### src/rtl/apb_ram_arbiter.sv
`default_nettype none
// ============================================================================
// Module   : apb_ram_arbiter
// Brief    : Two-requester round-robin arbiter feeding one APB master port,
//            with ACCESS-phase timeout and registered one-shot completions.
// Revision : 1.0 - initial release
// ============================================================================
module apb_ram_arbiter #(
    parameter int ADDR_WIDTH = 8,
    parameter int DATA_WIDTH = 32,
    parameter int TIMEOUT    = 16
) (
    input  logic                    PCLK,
    input  logic                    PRESETn,
    input  logic [1:0]              req_valid,
    input  logic [1:0]              req_write,
    input  logic [2*ADDR_WIDTH-1:0] req_addr,
    input  logic [2*DATA_WIDTH-1:0] req_wdata,
    output logic [1:0]              req_ready,
    output logic [1:0]              rsp_valid,
    output logic [DATA_WIDTH-1:0]   rsp_rdata,
    output logic                    rsp_err,
    output logic                    PSEL,
    output logic                    PENABLE,
    output logic                    PWRITE,
    output logic [ADDR_WIDTH-1:0]   PADDR,
    output logic [DATA_WIDTH-1:0]   PWDATA,
    input  logic [DATA_WIDTH-1:0]   PRDATA,
    input  logic                    PREADY,
    input  logic                    PSLVERR
);

    localparam int C_CNT_W = ($clog2(TIMEOUT + 1) > 5) ? $clog2(TIMEOUT + 1) : 5;
    localparam logic [C_CNT_W-1:0] C_CNT_LAST = C_CNT_W'(TIMEOUT - 1);

    typedef enum logic [1:0] {
        S_IDLE   = 2'd0,
        S_SETUP  = 2'd1,
        S_ACCESS = 2'd2
    } state_t;

    state_t                  state_q,     state_d;
    logic                    prio_q,      prio_d;
    logic                    gnt_q,       gnt_d;
    logic                    pwrite_q,    pwrite_d;
    logic [ADDR_WIDTH-1:0]   paddr_q,     paddr_d;
    logic [DATA_WIDTH-1:0]   pwdata_q,    pwdata_d;
    logic [C_CNT_W-1:0]      cnt_q,       cnt_d;
    logic [1:0]              rsp_valid_q, rsp_valid_d;
    logic [DATA_WIDTH-1:0]   rsp_rdata_q, rsp_rdata_d;
    logic                    rsp_err_q,   rsp_err_d;

    logic                    w_any;
    logic                    w_gnt;
    logic [1:0]              w_gnt_oh;
    logic [1:0]              w_req_ready;
    logic                    w_psel;
    logic                    w_penable;
    logic [ADDR_WIDTH-1:0]   w_addr_sel;
    logic [DATA_WIDTH-1:0]   w_wdata_sel;

    // Round-robin only matters on contention; a lone requester always wins.
    assign w_any       = |req_valid;
    assign w_gnt       = (req_valid == 2'b11) ? prio_q : req_valid[1];
    assign w_gnt_oh    = gnt_q ? 2'b10 : 2'b01;
    assign w_addr_sel  = w_gnt ? req_addr[2*ADDR_WIDTH-1:ADDR_WIDTH]
                               : req_addr[ADDR_WIDTH-1:0];
    assign w_wdata_sel = w_gnt ? req_wdata[2*DATA_WIDTH-1:DATA_WIDTH]
                               : req_wdata[DATA_WIDTH-1:0];

    always_comb begin
        state_d     = state_q;
        prio_d      = prio_q;
        gnt_d       = gnt_q;
        pwrite_d    = pwrite_q;
        paddr_d     = paddr_q;
        pwdata_d    = pwdata_q;
        cnt_d       = cnt_q;
        rsp_valid_d = 2'b00;
        rsp_rdata_d = rsp_rdata_q;
        rsp_err_d   = rsp_err_q;
        w_req_ready = 2'b00;
        w_psel      = 1'b0;
        w_penable   = 1'b0;

        case (state_q)
            S_IDLE: begin
                if (w_any) begin
                    w_req_ready = w_gnt ? 2'b10 : 2'b01;
                    gnt_d       = w_gnt;
                    prio_d      = ~w_gnt;
                    pwrite_d    = req_write[w_gnt];
                    paddr_d     = w_addr_sel;
                    pwdata_d    = w_wdata_sel;
                    cnt_d       = '0;
                    state_d     = S_SETUP;
                end
            end
            S_SETUP: begin
                w_psel  = 1'b1;
                state_d = S_ACCESS;
            end
            S_ACCESS: begin
                w_psel    = 1'b1;
                w_penable = 1'b1;
                // PREADY is tested first so a late ready on the last allowed cycle still completes normally.
                if (PREADY) begin
                    rsp_valid_d = w_gnt_oh;
                    rsp_rdata_d = pwrite_q ? '0 : PRDATA;
                    rsp_err_d   = PSLVERR;
                    state_d     = S_IDLE;
                end else if (cnt_q == C_CNT_LAST) begin
                    rsp_valid_d = w_gnt_oh;
                    rsp_rdata_d = '0;
                    rsp_err_d   = 1'b1;
                    state_d     = S_IDLE;
                end else begin
                    cnt_d = cnt_q + 1'b1;
                end
            end
            default: begin
                state_d = S_IDLE;
            end
        endcase
    end

    always_ff @(posedge PCLK or negedge PRESETn) begin
        if (!PRESETn) begin
            state_q     <= S_IDLE;
            prio_q      <= 1'b0;
            gnt_q       <= 1'b0;
            pwrite_q    <= 1'b0;
            paddr_q     <= '0;
            pwdata_q    <= '0;
            cnt_q       <= '0;
            rsp_valid_q <= 2'b00;
            rsp_rdata_q <= '0;
            rsp_err_q   <= 1'b0;
        end else begin
            state_q     <= state_d;
            prio_q      <= prio_d;
            gnt_q       <= gnt_d;
            pwrite_q    <= pwrite_d;
            paddr_q     <= paddr_d;
            pwdata_q    <= pwdata_d;
            cnt_q       <= cnt_d;
            rsp_valid_q <= rsp_valid_d;
            rsp_rdata_q <= rsp_rdata_d;
            rsp_err_q   <= rsp_err_d;
        end
    end

    // The state register already clears asynchronously; the ready gate keeps
    // a held request from showing acceptance while reset is still asserted.
    assign req_ready = w_req_ready & {2{PRESETn}};
    assign rsp_valid = rsp_valid_q;
    assign rsp_rdata = rsp_rdata_q;
    assign rsp_err   = rsp_err_q;
    assign PSEL      = w_psel;
    assign PENABLE   = w_penable;
    assign PWRITE    = pwrite_q;
    assign PADDR     = paddr_q;
    assign PWDATA    = pwdata_q;

endmodule
`default_nettype wire

### config.mk
export PLATFORM = sky130hd
export DESIGN_NAME = apb_ram_arbiter
export DESIGN_NICKNAME = d
export VERILOG_FILES = /design/src/rtl/apb_ram_arbiter.sv
export SDC_FILE = /design/constraint.sdc
export NUM_CORES = 1
export LEC_CHECK = 0
export ABC_AREA = 1
export CORE_ASPECT_RATIO = 0.7
export CORE_MARGIN = 10
export CORE_UTILIZATION = 24
export DETAILED_ROUTE_END_ITERATION = 8
export PLACE_DENSITY_LB_ADDON = 0.25
export SLEW_MARGIN = 20
export SYNTH_ARGS = -nofsm -noshare
export SYNTH_HDL_FRONTEND = slang
export SYNTH_SLANG_ARGS = --single-unit
### constraint.sdc
create_clock -name PCLK -period 2 [get_ports PCLK]
set_clock_uncertainty 0.15 [all_clocks]
set_input_delay 0.2 -clock PCLK [delete_from_list [all_inputs] [get_ports PCLK]]
set_output_delay 0.2 -clock PCLK [all_outputs]
set_load 0.05 [all_outputs]
Yosys cells after proc, flatten, opt, wreduce, memory -nomap -nowiden
Cells that the tools add are included.

operators by class
  add/sub/neg operators = 1
  $lt $le $gt $ge = 1
  equality and inequality tests = 8
  mux-type cells = 27
  bitwise gates (word level) = 2
  reductions and logical operators = 9

operators with widths
  kind                                                number
  2-to-1 mux 32 bit                                   4
  2-to-1 mux 2 bit                                    10
  2-to-1 mux 5 bit                                    3
  case mux 5 bit (2 select lines)                     1
  2-to-1 mux 8 bit                                    1
  2-to-1 mux 1 bit                                    7
  != test 2 bit, second input constant                3
  case mux 2 bit (3 select lines)                     1
  AND reduction 2 bit                                 3
  adder 5 x 1 -> 5 bit, second input constant         1
  == test 5 x 4 -> 1 bit, second input constant       1
  == test 2 bit, second input constant                2
  AND reduction 4 bit                                 1
  nonzero test 2 bit                                  2
  OR reduction 2 bit                                  2
  != test 3 bit, second input constant                1
  bitwise AND 2 bit                                   1
  == test 2 x 1 -> 1 bit, second input constant       1
  zero test 2 bit                                     1
  < comparator 1 x 2 -> 1 bit, second input constant  1
  NOT 1 bit                                           1

word-level totals
  output and inout bits = 80
  register bits after elaboration = 85
  input bits = 120

Logic depth before layout (Yosys ltp)
Gate-level depths: netlist (run 1).

  depth in word-level cells = 6
  mapped depth = 9
  mapped depth without buffers = 9

Worst setup path before layout (run 1)
No wires, ideal clock.

  kind = reg-to-output
  start point = register state_q[0]
  end point = output port req_ready[0]
  path buffers = 0
  required time = 1650 ps
  data arrival time = 1637 ps
  setup slack = 13 ps
  cell stages (with the launch flop) = 7
  cells stage by stage = dfrtp_1 -> inv_1 -> ha_1 -> inv_2 -> nor2_4 -> nand2_1 -> nor2_1

on the way
  word-level cells in the longest chain between the ends = 3

ends and longest elaborated chain
  item                    line  source
  from (decl)             42    state_t state_q, state_d;
  from (signal assigned)  140   state_q <= state_d;
  zero test 2 bit         86    case (state_q)
  2-to-1 mux 2 bit        86
  bitwise AND 2 bit       155   assign req_ready = w_req_ready & {2{PRESETn}};
  to (decl)               19    output logic [1:0] req_ready,

Every way passes these cells.

Final worst setup path (run 1)
Same ends and word-level chain as after synthesis.

==> flow_metrics.tcl, run 1 <==
set metrics [dict create \
    htreeDepth 3 \
    yosysWarnings 0 \
    cts_made_buffers 9 \
    die_w_um 176 \
    num_vias 4064 \
    synth-seq-area-share 0.523 \
    die_y_um 129 \
    ant_nets 0 \
    leakagePower_nw 3.26 \
    synthCells 511 \
    die_area_mm2 0.0226 \
    fmax_ghz 0.521 \
    synth_cell_types 18 \
    grt_pass1_vias 4256 \
    ios 200 \
    syn_area_per_cell_um2 7.96 \
    powerDensity_mw_per_mm2 1700 \
    cts_tree "built" \
    wl_per_cell_um 15.9 \
    min_path_type "input port to flop" \
    place_congestion 0.746 \
    drive_above_1_share 0.0740 \
    cts_sinks 85 \
    endpoint_kind "output pin" \
    start_util 0.247 \
    synth_seq_cells 85 \
    yosysTopAreaCell "dfrtp_1" \
    grt_pass1_wl_um 23400 \
    drc 0 \
    crit_path_max_fanout 5 \
    required_ps 1650 \
    crit_type "flop to output pin" \
    worst_pin_slew_ps 558 \
    root_buffer "clkbuf_16" \
    vdd_drop_max_mv 0.667 \
    clkTransAtPathRegs_ps 70 \
    drt-total-wl_um 15000 \
    dr.pass1.iters 6 \
    start_kind "flop" \
    slew_violations 0 \
    grtUsageTotal 0.129 \
    slew_headroom 0.627 \
    syn_to_final_growth_pct 66.6 \
    clockBufferDepth 2 \
    synth_top_area_frac 0.523 \
    via_per_inst 4.31 \
    port_buffers 199 \
    period_share 0.960 \
    fin_setup_tns_ps 0 \
    num-nets-final 836 \
    antenna_found_initial 0 \
    hpwl_um 11300 \
    maxCapViolCount 0 \
    crit_arrival_ps 1570 \
    ys_top_cells_by_area "dfrtp_1 52%, nand2_1 18%, nand3_1 12%" \
    synth_area_mm2 0.00407 \
    grt.overflow.total 0 \
    row_count 39 \
    status "complete, no violations" \
    design.core.area_mm2 0.0164 \
    grt_max_degree 86 \
    drtIter0Drc 316 \
    syn_nets 636 \
    clkLatencyLatePin_ps 340 \
    finalCriticalPeriod_ps 1920 \
    finalHoldViolCount 0 \
    final-setup-viol-count 0 \
    post-route-util 0.412 \
]
==> where the power goes <==
group | internal, W | switching, W
registers | 0.00250 | 0.000433
logic | 0.00225 | 0.00454
clock network | 0.00110 | 0.000716
total | 0.00584 | 0.00569
==> metal layers <==
layer / wire length, µm / part of all wire / track usage
met5: 0 / 0 / 0
met4: 163 / 0.011 / 0.0348
met3: 847 / 0.057 / 0.0365
met2: 7460 / 0.50 / 0.224
met1: 6510 / 0.43 / 0.154
==> synthesized netlist by cell type <==
library cell    n
a21oi_1         1
inv_1          44
ha_1            5
o21ai_2         1
buf_1           4
nor2_1         10
nand3_1        98
nand2_2         1
o21ai_0         3
nor2_4          2
inv_2           3
dfrtp_1        85
buf_2          20
nand3b_1       30
nand4_1         2
nor3b_1         1
clkbuf_1        6
nand2_1       195
==> what timing repair did <==
action                                  in CTS  in global routing
buffers inserted                             0                  4
hold endpoints to repair                    85                  0
resized for setup                            2                  5
endpoints found under the setup margin       2                  2
pin swaps                                    1                  3
gates cloned                                 0                  0
hold buffers                                 1                  0
==> worst paths after layout <==
check	depth (start not counted)	from	slack, ps	endpoint
worst min-delay path	3	PRDATA[18]	260	rsp_rdata[18]$_DFFE_PN0P_
worst max register to register	8	cnt_q[0]$_DFFE_PN0P_	180	cnt_q[1]$_DFFE_PN0P_
worst max-delay path	7	state_q[0]$_DFFE_PN0P_	80	req_ready[0]
worst min register to register	1	gnt_q$_DFFE_PN0P_	270	rsp_valid[0]$_DFF_PN0_
min in group asynchronous	3	PRESETn	310	rsp_rdata[28]$_DFFE_PN0P_
max in group asynchronous	3	PRESETn	1030	cnt_q[1]$_DFFE_PN0P_
==> registers in the layout, indices dropped and copies added, names as in the netlist <==
register / cells
PWDATA: 32
prio_q: 1
cnt_q: 5
rsp_err: 1
rsp_rdata: 32
state_q: 2
rsp_valid: 2
PWRITE: 1
gnt_q: 1
PADDR: 8
==> final cells by class <==
class                      count  area, µm²
sequential                    85       2130
multi-input combinational    349       1640
antenna                        1       2.50
inverter                      47        176
timing repair buffer         219       2220
clock inverter                 7       98.8
fill                        1614       9670
tap                          225        282
clock buffer                   9        225
==> placed cells by master, fill, tap and decap left out, drive strengths merged <==
master / netlist / routed
diode: 0 / 1
clkbuf: 6 / 9
nand3: 98 / 98
nand2: 196 / 196
nand4: 2 / 2
buf: 24 / 25
nand3b: 30 / 30
a21oi: 1 / 1
nor3b: 1 / 1
o21ai: 4 / 4
clkdlybuf4s50: 0 / 193
inv: 47 / 48
nor2: 12 / 12
dfrtp: 85 / 85
clkinvlp: 0 / 3
bufinv: 0 / 2
ha: 5 / 5
clkinv: 0 / 1
dlygate4sd3: 0 / 1
==> logic make-up after synthesis <==
| group | count (synthesis) | synth area share |
|---|---|---|
| AND/OR/NAND/NOR | 339 | 0.377 |
| flip-flops | 85 | 0.523 |
| buffers and inverters | 77 | 0.0772 |
| adder cells (fa/ha/maj) | 5 | 0.0154 |
| AO/OA/AOI/OAI | 5 | 0.00708 |
==> worst max-delay path, cell delays in order (launching register included) <==
cell and delay (ps):
dfrtp_1 400, inv_2 90, ha_4 140, inv_2 60, nor2_4 140, nand2_1 90, nor2_2 160, buf_12 150
==> through the flow <==
stage | total power, W | cells | hold slack, ps | area [µm²] | worst slack (ps)
global placement | 0.00963 | 920 | 144 | 6390 | 194
CTS | 0.0116 | 937 | 236 | 6730 | -12.7
finish | 0.0115 | 942 | 257 | 6780 | 79.9
floorplan | 0.00713 | 511 | -246 | 4070 | 13.0
global route | 0.0122 | 941 | 254 | 6770 | -8.19
detailed placement | 0.00972 | 920 | 146 | 6390 | 167
Note: power is estimated with default switching activity, not from simulation.
==> inputs of run 2 (changes only) <==
--- a/config.mk
+++ b/config.mk
@@ -8,2 +8,3 @@
 export ABC_AREA = 1
+export CAP_MARGIN = 0
 export CORE_ASPECT_RATIO = 0.7
==> constraint.sdc (replaced) <==
create_clock -name PCLK -period 2 [get_ports PCLK]
set_clock_uncertainty 0.15 [all_clocks]
set_input_delay 0.3 -clock PCLK [delete_from_list [all_inputs] [get_ports PCLK]]
set_output_delay 0.3 -clock PCLK [all_outputs]
set_load 0.05 [all_outputs]
==> flow_metrics.tcl, run 2 (synthesized netlist as in run 1, its figures left out) <==
set metrics [dict create \
    cp_num_buf_inv 1 \
    use_met2 0.234 \
    drc 0 \
    crit_path_max_fanout 2 \
    drtIter0Drc 221 \
    dr.pass1.iters 4 \
    grt_pass1_vias 4296 \
    htreeDepth 3 \
    endpoint_kind "output pin" \
    r2r_cells 9 \
    numPlacedInstances 921 \
    crit_type "flop to output pin" \
    grtUsageTotal 0.134 \
    final_cell_count_no_fill 941 \
    cts_sinks 85 \
    antenna_found_initial 0 \
    row_count 39 \
    start_util 0.247 \
    wl_per_cell_um 16.4 \
    clkLatencyLatePin_ps 340 \
    ios 200 \
    die_w_um 176 \
    layout_common_cells "194 x nand2_1, 126 x clkdlybuf4s50_1, 97 x nand3_1, 85 x dfrtp_1, 70 x buf_4" \
    ff2ff_setup_slack_ps 200 \
    die_area_mm2 0.0226 \
    cts_tree "built" \
    max_stage_delay_ps 820 \
    ant_nets 0 \
    period_share 0.975 \
    die_y_um 129 \
    final-setup-viol-count 0 \
    via_per_inst 4.42 \
    worst_pin_slew_ps 818 \
    start_kind "flop" \
    min_path_type "input port to asynchronous set/reset pin" \
    slew_headroom 0.455 \
    grt.overflow.total 0 \
    leakagePower_nw 3.52 \
    layout_commonest_cell "nand2_1" \
    powerDensity_mw_per_mm2 1730 \
    cts_made_buffers 9 \
    r2r-start "cnt_q[0]$_DFFE_PN0P_" \
    grt.met3_usage 0.0333 \
    rr_endpoint "cnt_q[3]$_DFFE_PN0P_" \
    design.core.area_mm2 0.0164 \
    p_total_w 0.0116 \
    fmax_ghz 0.513 \
    slew_violations 0 \
    finalHoldViolCount 13 \
    grt_max_degree 86 \
    root_buffer "clkbuf_16" \
    whs_ps -14.6 \
    grt_pass1_wl_um 24200 \
    maxCapViolCount 0 \
    top_usage_layer "met2" \
    critPathSlowestCell "clkdlybuf4s50_1" \
    cp_cell_sequence "clkdlybuf4s50_1" \
    port_buffers 199 \
    num-nets-final 837 \
    clockBufferDepth 2 \
    hpwl_um 11700 \
    drive_above_1_share 0.151 \
    vdd_drop_max_mv 0.713 \
    num_vias 4158 \
    critPathTopFamily "buffers and inverters" \
    drt-total-wl_um 15500 \
    grt.met1_usage 0.158 \
    syn_to_final_growth_pct 65.3 \
    status "complete, but fails checks" \
    failed_checks "negative hold slack" \
    place_congestion 0.795 \
    antenna_cells 0 \
    clkTransAtPathRegs_ps 60 \
    required_ps 1550 \
    finalCriticalPeriod_ps 1950 \
    crit_arrival_ps 1500 \
]
## run 2: changes by cell type in the layout (fill, tap and decap cells not counted), sizes merged
cell           before  now
clkdlybuf4s50     193  126
buf                25   80
dlymetal6s2s        0   13
clkbuf              9   11
clkinvlp            3    1
bufinv              2    3
clkinv              1    0
diode               1    0
dlygate4sd2         0    1
dlygate4sd3         1    0
inv                48   47
## run 2: report_power, final
| part | internal [W] | switching [W] |
|---|---|---|
| Combinational | 0.00217 | 0.00463 |
| Clock | 0.00121 | 0.000674 |
| Sequential | 0.00250 | 0.000426 |
| Total | 0.00588 | 0.00573 |
## run 2: area by class of cell
| type | count | area (µm²) |
|---|---|---|
| flip-flops and latches | 85 | 2130 |
| inverters | 47 | 176 |
| repair buffers | 220 | 2140 |
| clock buffers | 11 | 233 |
| multi-input cells | 349 | 1670 |
| fillers | 1651 | 9720 |
| clock inverters | 4 | 97.6 |
| well taps | 225 | 282 |
## run 2: metal layers
| metal | up-vias | wire [µm] |
|---|---|---|
| met1 | 2010 | 6490 |
| li1 | 2014 | - |
| met4 | 0 | 347 |
| met2 | 114 | 7940 |
| met3 | 20 | 669 |
| met5 | - | 0 |
## run 2: worst max-delay path by stage
stage	from	endpoint	slack, ps	cells after the start
floorplan	state_q[0]$_DFFE_PN0P_	req_ready[0]	130	6
global placement	req_valid[1]	req_ready[1]	90	6
detailed placement	req_valid[1]	req_ready[1]	50	6
CTS	PADDR[3]$_DFFE_PN0P_	PADDR[3]	2	1
global route	state_q[0]$_DFFE_PN0P_	req_ready[0]	-4	7
finish	rsp_rdata[1]$_DFFE_PN0P_	rsp_rdata[1]	50	1
## run 2: through the flow
step | setup TNS (ps) | hold slack, ps | util | area, µm² | worst slack (ps)
2_1_floorplan | 0 | -146 | - | 4070 | 130
3_3_place_gp | 0 | 276 | 0.382 | 6280 | 91.4
3_5_place_dp | 0 | 271 | 0.382 | 6280 | 52.9
4_1_cts | 0 | 27.2 | 0.404 | 6650 | 1.76
5_1_grt | -3.81 | 48.4 | 0.409 | 6720 | -3.81
6_report | 0 | -14.6 | 0.409 | 6720 | 49.4
## run 2: what timing repair did
item,4_1_cts,5_1_grt
setup endpoints to repair,3,19
setup buffers,3,2
hold buffers,0,0
gates resized for setup,7,18
pin swaps,2,1
